File: config.mk
export PLATFORM = sky130hd
export DESIGN_NAME = cpu_trace_line_arbiter
export DESIGN_NICKNAME = d
export VERILOG_FILES = /design/src/rtl/cpu_trace_line_arbiter.sv
export SDC_FILE = /design/constraint.sdc
export NUM_CORES = 1
export LEC_CHECK = 0
export ABC_CLOCK_PERIOD_IN_PS = 5900
export CAP_MARGIN = 5
export CELL_PAD_IN_SITES_DETAIL_PLACEMENT = 1
export CELL_PAD_IN_SITES_GLOBAL_PLACEMENT = 1
export CORE_AREA = 2 2 203 205
export DETAILED_ROUTE_END_ITERATION = 6
export DIE_AREA = 0 0 205 207
export PLACE_DENSITY = 0.77
export RECOVER_POWER = 25
export SYNTH_ARGS = -nofsm -noshare
export SYNTH_HDL_FRONTEND = slang
export SYNTH_SLANG_ARGS = --single-unit
File: constraint.sdc
create_clock -name clk -period 5.9 [get_ports clk]
set_input_delay 1.18 -clock clk [delete_from_list [all_inputs] [get_ports clk]]
set_output_delay 1.18 -clock clk [all_outputs]
set_load 0.01 [all_outputs]
File: src/rtl/cpu_trace_line_arbiter.sv
// Round-robin arbiter that lets several trace sources share one cpu_checker.
// A granted source's whole line is buffered, then replayed to a freshly cleared checker.
module cpu_trace_line_arbiter #(
    parameter int NUM_SRC = 4,
    parameter int SRC_W   = 2,
    parameter int MAX_LEN = 63,
    parameter int LEN_W   = 6
) (
    input  logic                 clk,
    input  logic                 reset,
    input  logic [NUM_SRC-1:0]   src_valid,
    input  logic [8*NUM_SRC-1:0] src_char,
    output logic [NUM_SRC-1:0]   src_ready,
    output logic                 chk_reset,
    output logic [7:0]           chk_char,
    input  logic [1:0]           chk_format,
    output logic                 res_valid,
    output logic [SRC_W-1:0]     res_src,
    output logic [1:0]           res_type,
    output logic                 res_abort
);

    localparam logic [7:0] EOL_CHAR = 8'h23;

    typedef enum logic [2:0] {
        S_IDLE,
        S_COLLECT,
        S_CLEAR,
        S_REPLAY,
        S_WAIT
    } state_t;

    state_t state;
    state_t state_next;

    logic [SRC_W-1:0] rr_ptr;
    logic [SRC_W-1:0] grant;
    logic [SRC_W-1:0] grant_inc;
    logic [SRC_W-1:0] pick;
    logic             pick_found;
    logic [LEN_W-1:0] len;
    logic [LEN_W-1:0] rd_ptr;
    logic [7:0]       grant_char;
    logic             grant_valid;
    logic             accept;
    logic             last_slot;
    logic             is_eol;

    logic [7:0] line_buf [MAX_LEN];

    // First requester at or after rr_ptr, wrapping at NUM_SRC rather than 2**SRC_W.
    always_comb begin
        int               idx;
        logic [SRC_W-1:0] idx_s;
        pick       = '0;
        pick_found = 1'b0;
        idx        = 0;
        idx_s      = '0;
        for (int k = 0; k < NUM_SRC; k++) begin
            idx = int'(rr_ptr) + k;
            if (idx >= NUM_SRC) begin
                idx = idx - NUM_SRC;
            end
            idx_s = SRC_W'(idx);
            if (!pick_found && src_valid[idx_s]) begin
                pick_found = 1'b1;
                pick       = idx_s;
            end
        end
    end

    always_comb begin
        grant_char  = 8'h00;
        grant_valid = 1'b0;
        for (int i = 0; i < NUM_SRC; i++) begin
            if (grant == SRC_W'(i)) begin
                grant_char  = src_char[8*i +: 8];
                grant_valid = src_valid[i];
            end
        end
    end

    assign accept    = (state == S_COLLECT) && grant_valid;
    assign last_slot = (len == LEN_W'(MAX_LEN - 1));
    assign is_eol    = (grant_char == EOL_CHAR);
    assign grant_inc = (int'(grant) == NUM_SRC - 1) ? '0 : grant + 1'b1;

    always_ff @(posedge clk) begin
        if (!reset) begin
            state <= S_IDLE;
        end else begin
            state <= state_next;
        end
    end

    always_comb begin
        state_next = state;
        src_ready  = '0;
        chk_reset  = 1'b1;
        chk_char   = 8'h00;
        case (state)
            S_IDLE: begin
                if (pick_found) begin
                    state_next = S_COLLECT;
                end
            end
            S_COLLECT: begin
                for (int i = 0; i < NUM_SRC; i++) begin
                    src_ready[i] = (grant == SRC_W'(i));
                end
                if (accept) begin
                    if (is_eol) begin
                        state_next = S_CLEAR;
                    end else if (last_slot) begin
                        state_next = S_IDLE;
                    end
                end
            end
            S_CLEAR: begin
                state_next = S_REPLAY;
            end
            S_REPLAY: begin
                chk_reset = 1'b0;
                chk_char  = line_buf[rd_ptr];
                if (rd_ptr == len - 1'b1) begin
                    state_next = S_WAIT;
                end
            end
            S_WAIT: begin
                chk_reset  = 1'b0;
                state_next = S_IDLE;
            end
            default: begin
                state_next = S_IDLE;
            end
        endcase
    end

    // The checker verdict is only meaningful in WAIT, right after '#' has been replayed.
    always_ff @(posedge clk) begin
        if (!reset) begin
            rr_ptr    <= '0;
            grant     <= '0;
            len       <= '0;
            rd_ptr    <= '0;
            res_valid <= 1'b0;
            res_src   <= '0;
            res_type  <= 2'b00;
            res_abort <= 1'b0;
        end else begin
            res_valid <= 1'b0;
            case (state)
                S_IDLE: begin
                    if (pick_found) begin
                        grant <= pick;
                        len   <= '0;
                    end
                end
                S_COLLECT: begin
                    if (accept) begin
                        len <= len + 1'b1;
                        if (!is_eol && last_slot) begin
                            res_valid <= 1'b1;
                            res_abort <= 1'b1;
                            res_type  <= 2'b00;
                            res_src   <= grant;
                            rr_ptr    <= grant_inc;
                        end
                    end
                end
                S_CLEAR: begin
                    rd_ptr <= '0;
                end
                S_REPLAY: begin
                    rd_ptr <= rd_ptr + 1'b1;
                end
                S_WAIT: begin
                    res_valid <= 1'b1;
                    res_abort <= 1'b0;
                    res_type  <= chk_format;
                    res_src   <= grant;
                    rr_ptr    <= grant_inc;
                end
                default: begin
                end
            endcase
        end
    end

    always_ff @(posedge clk) begin
        if (reset && accept) begin
            line_buf[len] <= grant_char;
        end
    end

endmodule

# After elaboration in Yosys (flattened, before gate mapping)
# Memories as Yosys holds them, arrays and structs flattened. A register that Yosys moved wholly into a read port is not among the register bits.
# Cells that the tools add are included.
totals:
  n_memories: 1
  mem_bits_rw: 504
  elab_cells: 126
  ff_bits: 25
  mem_bits_ro: 0
  out_inout_bits: 19
  latch_bits: 0
  inputBits: 40
memory_table:
  columns: ["memory", "depth", "word_bits", "rd", "rd_clocked_by_memory_dff", "wr", "line", "text"]
  rows:
  - ["line_buf", 63, 8, 1, 1, 1, "49", "logic [7:0] line_buf [MAX_LEN];"]
classes:
  bitwise: 0
  n_addsub: 11
  n_reduce_logical: 20
  div: 0
  multipliers: 0
  n_eq_ne: 16
  shift: 0
  n_lt_le_gt_ge: 8
  n_mux: 61
ops:
  columns: ["cell", "count"]
  rows:
  - ["8-bit 2-to-1 mux", 5]
  - ["2-bit 2-to-1 mux", 15]
  - ["6-bit 2-to-1 mux", 4]
  - ["6-bit one-hot mux with 2 select lines", 2]
  - ["1-bit 2-to-1 mux", 19]
  - ["3-bit 2-to-1 mux", 5]
  - ["6-bit by 1-bit adder with 6-bit output, second input constant", 2]
  - ["2-bit by 3-bit less-than comparator with 1-bit output, second input constant", 4]
  - ["2-bit one-hot mux with 2 select lines", 3]
  - ["3-bit one-hot mux with 4 select lines", 1]
  - ["3-bit >= comparator, second input constant", 3]
  - ["1-bit binary-select mux with 2-bit select", 4]
  - ["8-bit by 6-bit equality test with 1-bit output, second input constant", 1]
  - ["2-bit by 1-bit subtractor with 2-bit output, second input constant", 4]
  - ["2-bit by 2-bit adder with 3-bit output, second input constant", 2]
  - ["3-bit by 2-bit equality test with 1-bit output, second input constant", 2]
  - ["6-bit equality test", 1]
  - ["6-bit equality test, second input constant", 1]
  - ["1-bit logical AND", 6]
  - ["2-bit inequality test, second input constant", 3]
  - ["3-bit AND reduction", 2]
  - ["2-bit nonzero test", 3]
  - ["6-bit by 1-bit subtractor with 6-bit output, second input constant", 1]
  - ["2-bit by 1-bit equality test with 1-bit output, second input constant", 2]
  - ["other kinds (16)", 21]

# Depth between registers and ports, before layout
logic_depth:
  depth_word: 16
  ltp_mapped: 11
  mapped_depth_nobuf: 9

# Worst setup path after synthesis
# OpenSTA, ideal clock, no wires.
synth_path:
  path_kind: "input-to-reg"
  startpoint: "in src_char[6]"
  endpoint: "reg res_src[0]"
  n_path_buf: 0
  setup_time_ns: 0.072
  t_required_ns: 5.828
  arrival_time_ns: 5.039
  path_stages: 7
  path_slack_ns: 0.789
  path_cell_list: "nand3b_1 -> a221oi_1 -> a311oi_1 -> nand4_1 -> a21oi_1 -> nor2_1 -> mux2i_1"
synth_between:
  elab_chain_cells: 9
synth_rtl:
  columns: ["item", "line", "text"]
  rows:
  - ["start: declaration", "12", "input logic [8*NUM_SRC-1:0] src_char,"]
  - ["8-bit 2-to-1 mux (4 in a row)", "76", "if (grant == SRC_W'(i)) begin"]
  - ["net grant_char[6]", "43", "logic [7:0] grant_char;"]
  - ["8-bit by 6-bit equality test with 1-bit output", "85", "assign is_eol = (grant_char == EOL_CHAR);"]
  - ["1-bit zero test", "162", "if (!is_eol && last_slot) begin"]
  - ["1-bit logical AND", "162", null]
  - ["2-bit by 1-bit inequality test with 1-bit output (no line)", null, null]
  - ["3-bit AND reduction (no line)", null, null]
  - ["end signal: assignment", "166", "res_src <= grant;"]
  - ["end signal: assignment", "181", "res_src <= grant;"]
  - ["end: declaration", "18", "output logic [SRC_W-1:0] res_src,"]
# The timed path passes the listed nets, and every way through them passes these cells.
# A chain may end at the register's enable or synchronous reset.

==> results.tsv <==
stage	metric	value	unit
clock_tree	cts_buffer_depth	3	
synthesis	yosysTopAreaCell	edfxtp_1	
clock_tree	cts_resized	0	
drt	wl_per_cell	29.2	µm
synthesis	ys_seq_elements	535	
clock_tree	numCtsBuffers	54	
synthesis	synth_top_flop_cell	edfxtp_1	
die	die_w	205	µm
worst_setup_path	path_common_cell	mux4_2	
synthesis	syn_area	21400	µm²
synthesis	syn_nets	1129	
timing	maxSlewHeadroom	-107	%
synthesis	synthTopCellsByArea	edfxtp_1, mux4_2, dfxtp_1	
timing	rsz0062_at_grt	false	
outcome	outcome	complete, but fails checks	
place	io_buffers	58	
synthesis	synth-compound-area-share	2.31	%
die	core_area	40400	µm²
synthesis	synthArstFlopShare	0	%
timing	clock.fmax	192	MHz
worst_setup_path	crit_fanout	32	
worst_setup_path	path_class	reg -> out	
timing	worstMarginPinSlew	3.11	ns
power_and_ir_drop	vdd_drop_max	260	µV
synthesis	synth_xor_area_share	0.532	%
synthesis	synthAdderAreaFrac	0.468	%
grt	antenna_found_initial	0	
final_layout	nFillCells	3484	
drt	drc	0	
timing	finalSetupTns	0	ns
clock_tree	clock_sinks	535	
clock_tree	cts_hold_buf	0	
timing	hold_viol	0	
drt	drtIter0Drc	969	
die	rows	74	
clock_tree	clkLatencyLatePin	0.61	ns
place	dp.final_hpwl	32000	µm
drt	routed_via_density	6.24	
power_and_ir_drop	power	8.79	mW
timing	period_needed	5.20	ns
worst_setup_path	worstPathArrival	4.02	ns
place	placed_area	22600	µm²
clock_tree	cts_max_level	2	
synthesis	yosysMostFrequentCell	edfxtp_1	
worst_setup_path	crit_path_end_kind	primary output	
synthesis	synth_top_family_by_area	multiplexers	
final_layout	final_nets	1207	
final_layout	final_area	24300	µm²
die	die_y	207	µm
timing	finalSetupViolCount	0	
clock_tree	root_buffer	clkbuf_16	
timing	drv_slew	187	
place	post-place-ws	1.31	ns
drt	ant_nets	0	
die	io-pin-count	59	
timing	setup_slack	0.705	ns
job	max_cap_viol_count	4	
synthesis	syn_avg_cell_area	19.8	µm²
outcome	violations	capacitance limit, slew limit	
timing	fin_worst_skew	0.0196	ns
synthesis	ys_top_cells_by_count	edfxtp_1, mux4_2, nor2_1	
grt	first_global_vias	11600	
grt	grt_use_total	24.8	%
synthesis	ys_warn_count	0	
min_path	hold_class	reg -> reg	
timing	hold_slack	0.469	ns
grt	gr-total-overflow	0	
grt	grt_pass1_wl	76100	µm
worst_setup_path	worstPathRequired	4.72	ns
synthesis	synth-edff-count	504	
clock_tree	cts.clk_slew.worst_paths	0.06	ns
synthesis	postSynthCellCount	1081	
drt	routed_wl	50600	µm
die	dieArea	42400	µm²
clock_tree	tritoncts	yes	
power_and_ir_drop	power_leakage	7.34	nW
worst_setup_path	startpoint_type	flip-flop	
die	initial_core_util	53.0	%
worst_setup_path	crit_chain	buf_12, mux4_2, mux4_2, mux4_2, nor2b_1, clkdlybuf4s50_1	
synthesis	synth_top_area_share	70.8	%
worst_setup_path	max_stage_delay	0.80	ns
timing	post-route-period-util	88.1	%
synthesis	yosysUniqueCellTypes	48	
clock_tree	post_cts_buffers	0	
drt	vias	10800	
final_layout	synthToLayoutAreaGrowth	13.8	%
synthesis	yosysSeqAreaShare	73.7	%
final_layout	num_antenna_cells	0	
power_and_ir_drop	power_density	361	nW/µm²
drt	dr.pass1.iters	5	
grt	grt_max_degree	65	
synthesis	synthSimpleGateAreaFrac	4.31	%
final_layout	layout-drive-gt1-share	21.3	%
place	gp_congestion	0.815	
synthesis	synthMuxAreaShare	17.4	%
worst_setup_path	cp_slowest_cell	dfxtp_4	
[final cells by class]
class                      instances  area (µm²)  area share (%)
sequential                       535       15800            64.8
multi-input combinational        479        5380            22.1
clock buffer                      71        1460            5.98
timing repair buffer              80         759            3.12
tap                              532         666            2.74
clock inverter                    27         278            1.14
inverter                           9        33.8           0.139
[per-stage QoR]
stage,instances,utilization (%)
5_1_grt,1733,60.3
2_1_floorplan,1081,-
4_1_cts,1733,60.4
3_3_place_gp,1635,56.1
6_report,1733,60.3
3_5_place_dp,1635,56.1
[per-layer routing]
layer | part of all wire (%) | vias up | routed length [µm] | track usage (%)
met5 | 0 | - | 0 | 0
met4 | 3.6 | 0 | 1840 | 9.30
met3 | 5.6 | 84 | 2820 | 4.23
met2 | 50 | 398 | 25400 | 40.7
met1 | 40 | 5745 | 20500 | 33.6
li1 | - | 4591 | - | -
[path summary, 6_finish.rpt]
check / depth (start not counted) / startpoint / end / slack, ns
min reg2reg: 2 / res_src[0]$_SDFFE_PN0P_ / res_src[0]$_SDFFE_PN0P_ / 0.47
max: 6 / flip-flop / chk_char[1] / 0.70
max reg2reg: 5 / grant[1]$_SDFFE_PN0P_ / line_buf[21][5]$_DFFE_PP_ / 1.53
min: 2 / res_src[0]$_SDFFE_PN0P_ / res_src[0]$_SDFFE_PN0P_ / 0.47
[worst max-delay path, delay by kind of cell, from the launching register on]
family / cells / cell delay (ns)
buffers and inverters: 2 / 0.85
flip-flops: 1 / 0.80
multiplexers: 3 / 1.53
AND/OR/NAND/NOR: 1 / 0.18
[flip-flops by register name, indices dropped and copies added, names as in the netlist, named ones only]
name       cells
grant          2
len            6
line_buf     504
rd_ptr         6
res_abort      1
res_src        2
res_type       2
res_valid      1
rr_ptr         2
state          3
[cell families (layout without fill, tap and decap cells)]
family                   after synthesis  after routing
AO/OA/AOI/OAI                         75             75
flip-flops                           535            535
multiplexers                         180            180
XOR/XNOR                              13             13
AND/OR/NAND/NOR                      203            203
buffers and inverters                 67            187
adder cells (fa/ha/maj)                8              8
[power breakdown]
group / internal, mW / switching (mW) / total [mW]
combinational: 0.165 / 0.644 / 0.809
sequential: 4.59 / 0.0322 / 4.63
clock: 1.95 / 1.40 / 3.36
total: 6.71 / 2.08 / 8.79
[cells in the final DEF, fill, tap and decap left out, types with 9 or more instances in the layout]
cell type and instances:
clkinv_2 9, clkbuf_16 55, o22ai_1 12, nand2_1 50, clkbuf_1 17, dfxtp_1 28, o21ai_0 15, mux4_2 153
nor2b_1 10, buf_4 17, nand3_1 15, mux2i_1 27, a21oi_1 15, nor2_1 87, edfxtp_1 504, clkinv_1 9
clkdlybuf4s50_1 56
Note: power is estimated with default switching activity, not from simulation.
